==> config.mk <==
export PLATFORM = sky130hd
export DESIGN_NAME = comb_one
export DESIGN_NICKNAME = d
export VERILOG_FILES = /design/src/rtl/comb_one_pkg.sv /design/src/rtl/comb_one_route.sv /design/src/rtl/comb_one.sv
export SDC_FILE = /design/constraint.sdc
export NUM_CORES = 1
export LEC_CHECK = 0
export ABC_CLOCK_PERIOD_IN_PS = 10200
export BUFFER_PORTS_ARGS = -buffer_cell sky130_fd_sc_hd__buf_4
export CORE_MARGIN = 2
export CORE_UTILIZATION = 50
export CTS_BUF_LIST = sky130_fd_sc_hd__clkbuf_8
export DETAILED_ROUTE_END_ITERATION = 6
export HOLD_SLACK_MARGIN = 0.12
export PLACE_DENSITY_LB_ADDON = 0.15
export SYNTH_ARGS = -nofsm -noshare
export SYNTH_HDL_FRONTEND = slang
export SYNTH_HIERARCHICAL = 1
export SYNTH_SLANG_ARGS = --single-unit
==> constraint.sdc <==
create_clock -name clk -period 10.2 [get_ports clk]
set_clock_uncertainty 0.05 [all_clocks]
set_input_delay 1.53 -clock clk [delete_from_list [all_inputs] [get_ports clk]]
set_output_delay 1.53 -clock clk [all_outputs]
set_load 0.1 [all_outputs]
==> src/rtl/comb_one_pkg.sv <==
// Shared flit layout, port encoding and helpers for the comb_one deflection router.
package comb_one_pkg;

  localparam int FLIT_W    = 10;
  localparam int VALID_BIT = 9;
  localparam int DX_HI     = 8;
  localparam int DX_LO     = 6;
  localparam int DY_HI     = 5;
  localparam int DY_LO     = 3;
  localparam int AGE_HI    = 2;
  localparam int AGE_LO    = 0;
  localparam int COORD_W   = 3;
  localparam int AGE_W     = 3;
  localparam int NUM_IN    = 5;
  localparam int NUM_NET   = 4;
  localparam int RANK_W    = 3;

  localparam logic [FLIT_W-1:0] FLIT_INVALID = '0;
  localparam logic [AGE_W-1:0]  AGE_MAX      = 3'd7;

  typedef enum logic [2:0] {
    PORT_N = 3'd0,
    PORT_E = 3'd1,
    PORT_S = 3'd2,
    PORT_W = 3'd3,
    PORT_L = 3'd4
  } port_e;

  function automatic logic [AGE_W-1:0] age_bump(input logic [AGE_W-1:0] age);
    return (age == AGE_MAX) ? age : age + 1'b1;
  endfunction

endpackage

==> src/rtl/comb_one_route.sv <==
// XY route computation: X dimension first, then Y, local when both coordinates match.
module comb_one_route
  import comb_one_pkg::*;
#(
  parameter int X_POS = 2,
  parameter int Y_POS = 2
) (
  input  logic [COORD_W-1:0] dst_x,
  input  logic [COORD_W-1:0] dst_y,
  output port_e              port
);

  localparam logic [COORD_W-1:0] MY_X = COORD_W'(X_POS);
  localparam logic [COORD_W-1:0] MY_Y = COORD_W'(Y_POS);

  always_comb begin
    if (dst_x > MY_X) begin
      port = PORT_E;
    end else if (dst_x < MY_X) begin
      port = PORT_W;
    end else if (dst_y > MY_Y) begin
      port = PORT_N;
    end else if (dst_y < MY_Y) begin
      port = PORT_S;
    end else begin
      port = PORT_L;
    end
  end

endmodule

==> src/rtl/comb_one.sv <==
// Bufferless single-cycle deflection router for an 8x8 mesh.
// Define COMB_ONE_AGE_PRIO_EN for oldest-first priority with age increment on deflection.
module comb_one
  import comb_one_pkg::*;
#(
  parameter int X_POS = 2,
  parameter int Y_POS = 2
) (
  input  logic              clk,
  input  logic              rst,
  input  logic [FLIT_W-1:0] nin,
  input  logic [FLIT_W-1:0] ein,
  input  logic [FLIT_W-1:0] sin,
  input  logic [FLIT_W-1:0] win,
  input  logic [FLIT_W-1:0] lin,
  output logic [FLIT_W-1:0] nout,
  output logic [FLIT_W-1:0] eout,
  output logic [FLIT_W-1:0] sout,
  output logic [FLIT_W-1:0] wout,
  output logic [FLIT_W-1:0] lout,
  output logic              lack
);

  logic [FLIT_W-1:0] raw   [NUM_IN];
  logic [FLIT_W-1:0] flit  [NUM_IN];
  port_e             prod  [NUM_IN];
  logic [RANK_W-1:0] rank  [NUM_IN];
  logic [FLIT_W-1:0] out_d [NUM_IN];
  logic [FLIT_W-1:0] out_q [NUM_IN];

  logic [NUM_NET-1:0] net_valid;
  logic [NUM_NET-1:0] net_local;
  logic               net_full;
  logic               lin_ok;

  assign raw[0] = nin;
  assign raw[1] = ein;
  assign raw[2] = sin;
  assign raw[3] = win;
  assign raw[4] = lin;

  // Routing uses the raw local flit so acceptance never feeds back into routing.
  generate
    for (genvar gi = 0; gi < NUM_IN; gi++) begin : g_route
      comb_one_route #(
        .X_POS (X_POS),
        .Y_POS (Y_POS)
      ) u_route (
        .dst_x (raw[gi][DX_HI:DX_LO]),
        .dst_y (raw[gi][DY_HI:DY_LO]),
        .port  (prod[gi])
      );
    end

    for (genvar gi = 0; gi < NUM_NET; gi++) begin : g_net
      assign net_valid[gi] = raw[gi][VALID_BIT];
      assign net_local[gi] = net_valid[gi] && (prod[gi] == PORT_L);
      assign flit[gi]      = raw[gi];
    end
  endgenerate

  // All four links are needed only when every neighbour sends and none ejects.
  assign net_full      = (&net_valid) & ~(|net_local);
  assign lin_ok        = lin[VALID_BIT] & ~net_full;
  assign lack          = lin_ok & ~rst;
  assign flit[NUM_NET] = lin_ok ? lin : FLIT_INVALID;

  always_comb begin
    for (int i = 0; i < NUM_IN; i++) begin
      rank[i] = '0;
      for (int j = 0; j < NUM_IN; j++) begin
        if (j != i) begin
`ifdef COMB_ONE_AGE_PRIO_EN
          if ((flit[j][AGE_HI:AGE_LO] > flit[i][AGE_HI:AGE_LO]) ||
              ((flit[j][AGE_HI:AGE_LO] == flit[i][AGE_HI:AGE_LO]) && (j < i))) begin
            rank[i] = rank[i] + 1'b1;
          end
`else
          if (j < i) begin
            rank[i] = rank[i] + 1'b1;
          end
`endif
        end
      end
    end
  end

  logic [NUM_IN-1:0] taken;
  logic [2:0]        sel;
  logic [2:0]        dest;
  logic              granted;
  logic [FLIT_W-1:0] cur;
  port_e             cur_port;

  always_comb begin
    taken    = '0;
    sel      = '0;
    dest     = '0;
    granted  = 1'b0;
    cur      = FLIT_INVALID;
    cur_port = PORT_L;
    for (int k = 0; k < NUM_IN; k++) begin
      out_d[k] = FLIT_INVALID;
    end
    for (int p = 0; p < NUM_IN; p++) begin
      sel = '0;
      for (int i = 0; i < NUM_IN; i++) begin
        if (rank[i] == RANK_W'(p)) begin
          sel = 3'(i);
        end
      end
      cur      = flit[sel];
      cur_port = prod[sel];
      dest     = '0;
      granted  = 1'b0;
      if (cur[VALID_BIT]) begin
        // Only network flits may eject; a local flit addressed to itself is deflected.
        if (cur_port == PORT_L) begin
          if ((sel != 3'(NUM_NET)) && !taken[PORT_L]) begin
            dest    = 3'(PORT_L);
            granted = 1'b1;
          end
        end else if (!taken[cur_port]) begin
          dest    = 3'(cur_port);
          granted = 1'b1;
        end
        if (!granted) begin
          for (int k = NUM_NET - 1; k >= 0; k--) begin
            if (!taken[k]) begin
              dest = 3'(k);
            end
          end
`ifdef COMB_ONE_AGE_PRIO_EN
          cur[AGE_HI:AGE_LO] = age_bump(cur[AGE_HI:AGE_LO]);
`endif
        end
        taken[dest] = 1'b1;
        out_d[dest] = cur;
      end
    end
  end

  always_ff @(posedge clk) begin
    if (rst) begin
      for (int k = 0; k < NUM_IN; k++) begin
        out_q[k] <= FLIT_INVALID;
      end
    end else begin
      for (int k = 0; k < NUM_IN; k++) begin
        out_q[k] <= out_d[k];
      end
    end
  end

  assign nout = out_q[PORT_N];
  assign eout = out_q[PORT_E];
  assign sout = out_q[PORT_S];
  assign wout = out_q[PORT_W];
  assign lout = out_q[PORT_L];

endmodule

==> results.md <==
- Max FFs per register: 50
- CTS Buffer Depth: 2
- Synth cell types: between 70 and 80
- Crit-path max cell delay: approximately 0.9 ns
- Worst-path cell chain: buf_4 -> nand4bb_1 -> nor3_1 -> nor3b_2 -> a21boi_0 -> a311oi_2 -> and2b_1 -> a211oi_2 -> or3_4 -> a2111oi_4 -> o21a_1 -> o41ai_1 -> a32o_1 -> o22ai_1
- Setup TNS: 0 ns
- Biggest register: out_q
- Routability cong.: ~0.97
- Synth Instances: approximately 460
- Post-CTS Setup Repair Bufs: 0
- Antenna violations before repair: 0
- CP Launch Type: primary input
- Main synth FF type: dfxtp_1
- Least-Margin Pin Slew: around 1.2 ns
- Root Buffer: clkbuf_8
- DR vias: 4660
- Final WL: approximately 14 mm
- Failing checks: design-rule violations
- # H-tree levels: 2
- Post-DR wirelength/cell: ~22 um
- Worst Setup SP: sin[3]
- Die area: roughly 8900 um^2
- Post-Syn Nets: 515
- DIE HEIGHT: about 94 um
- Top flop regs: out_q: 50 flops
- Clock period minus worst slack: 6.78 ns
- Worst Hold Class: in -> reg
- Layout cells sized above 1: ~29%
- Fin nets: 595
- Design area: about 5000 um^2
- Leak: ~1.8 nW
- Worst Path Max Fanout: 20
- Dpl hpwl: between 10 and 15 mm
- Critical path data required time: just over 10 ns
- Rows: 32
- Die X-Extent: 94.2 um
- Met3 Usage GRT: just over 6%
- Unrepaired setup endpoints after global routing: false
- Remaining Overflow, GRT: 0
- Tot GR Track Use: approximately 31%
- Slowest-stage cell, CP: a32o_1
- Post-Synthesis Cell Area: between 4000 and 5000 um^2
- Hold_ws: approximately 1.4 ns
- Sequential element share of the synthesized area: between 20% and 30%
- Cell taking the most area after synthesis: dfxtp_1
- Max cap viols: 0
- DP Area: 4830 um^2
- Avg Cell Area, Syn: between 8 and 9 um^2
- I/O pins: between 100 and 150
- Yosys reg bits: 50
- Met1 Use GR: 45.7%
- Pins over their slew limit: 0
- Grt peak-use layer: met2
- Tcrit/Tclk final: 66.4%
- Maximum operating frequency: between 0.1 and 0.15 GHz
- Crit path capture type: flip-flop
- Final hold vios: 0
- CTS Sinks: 50
- DRC Markers: 45
- Ranking of synthesized cells by area: dfxtp_1 25%, a222oi_1 11%, a21boi_0 7.2%, o32ai_2 7.2%, a21oi_1 3.8%
- Most common cell after layout, fill and taps aside: buf_4
- Initial drt markers: 666
- Starting density of the core: 52.1%
- ANT cells: 0
- Critical path class: in -> reg
- Post-synth top area share: 24.6%
- Synth Warn #: 6
- Pwr Density: 146 nW/um^2
- Post-CTS sizing: 0
- Worst hold start: win[2]
- Commonest cells after routing, fill and taps aside: 107 x buf_4, 50 x dfxtp_1, 45 x a222oi_1
- CTS tree: yes
- Global-route wire length before repair: between 20 and 25 mm
- Pre-Repair DR Iteration Count: 7
- Num CTS Buffers: 5
- Ys async rst share: 0%
- Layout area overhead: 21.1%
- Peak supply drop: 58.7 uV
- Reg clk slew, reported paths: roughly 0.1 ns
- Hold buffer count at cts: 0
- Critical Path AT: 6.87 ns
- Number of global-route vias before repair: ~4000
- Met2 Use GR: about 48%
- Antenna viol nets, final: 0
- Run status: finished, violations left
- Number of synthesized flops with an enable pin: 0
- Slew HR: 21.6%
- Final Setup Violations: 0
- DR vias/cell: 7.21
- Core footprint: about 7800 um^2
- Port bufs: ~100
- Largest net degree at the start of global routing: 64
[power breakdown]
| group | internal [W] | switching [W] | total [W] |
|---|---|---|---|
| clock | 0.0000511 | 0.0000792 | 0.000130 |
| combinational | 0.0000954 | 0.000273 | 0.000369 |
| sequential | 0.000214 | 0.00000578 | 0.000220 |
| total | 0.000360 | 0.000358 | 0.000718 |
[critical path: cells and delay by family]
family / cells / cell delay, ns
buffers and inverters: 1 / 0.14
AO/OA/AOI/OAI: 8 / 3.34
AND/OR/NAND/NOR: 5 / 1.83
[synth_stat cells (4+ instances only)]
| master | number |
|---|---|
| nand2b_1 | 14 |
| nand2_1 | 28 |
| dfxtp_1 | 50 |
| and2_1 | 4 |
| o21ai_0 | 9 |
| o211ai_1 | 9 |
| o21ai_1 | 5 |
| clkbuf_1 | 17 |
| inv_1 | 5 |
| or3b_1 | 5 |
| nand4bb_1 | 5 |
| a21oi_1 | 31 |
| or2_2 | 6 |
| nor3b_1 | 4 |
| nand4b_1 | 11 |
| nor2_1 | 25 |
| nor3_1 | 15 |
| nand3_1 | 4 |
| a222oi_1 | 45 |
| nor2b_1 | 4 |
| o32ai_2 | 18 |
| o22ai_1 | 20 |
| a21boi_0 | 39 |
| buf_2 | 6 |
| buf_4 | 5 |
[worst paths after layout]
path,end,slack (ns),cells past startpoint
worst max-delay path,out_q[0][9],3.42,14
worst min-delay path,out_q[0][42],1.43,3
[routing by layer]
layer / wire length (um) / vias up
li1: - / 2105
met1: 6140 / 2184
met2: 6360 / 340
met3: 1610 / 31
met4: 201 / 0
met5: 0 / -
[through the flow]
| step | worst slack, ns | total power, W | cells | util (%) |
|---|---|---|---|---|
| 2_1_floorplan | 4.60 | 0.000496 | 463 | - |
| 3_3_place_gp | 3.53 | 0.000581 | 638 | 61.8 |
| 3_5_place_dp | 3.34 | 0.000585 | 638 | 61.8 |
| 4_1_cts | 3.62 | 0.000711 | 646 | 63.1 |
| 5_1_grt | 3.19 | 0.000745 | 646 | 63.1 |
| 6_report | 3.42 | 0.000718 | 646 | 63.1 |
[kinds of logic (layout without fill, tap and decap cells)]
family | Yosys count | after routing | share of synthesized area (%)
AOI/OAI and AO/OA | 219 | 219 | 46.9
and+or+nand+nor | 152 | 152 | 23.0
DFF | 50 | 50 | 24.6
buffers and inverters | 39 | 120 | 4.80
xor gates and xnor gates | 2 | 2 | 0.431
muxes | 1 | 1 | 0.246
[layout make-up]
cell class                 count  area (um^2)
fill                         653         2880
multi-input combinational    374         2880
sequential                    50         1000
timing repair buffer         107          803
tap                          102          128
clock buffer                   5         68.8
clock inverter                 3         28.8
inverter                       5         18.8
(Power assumes the default switching activity.)
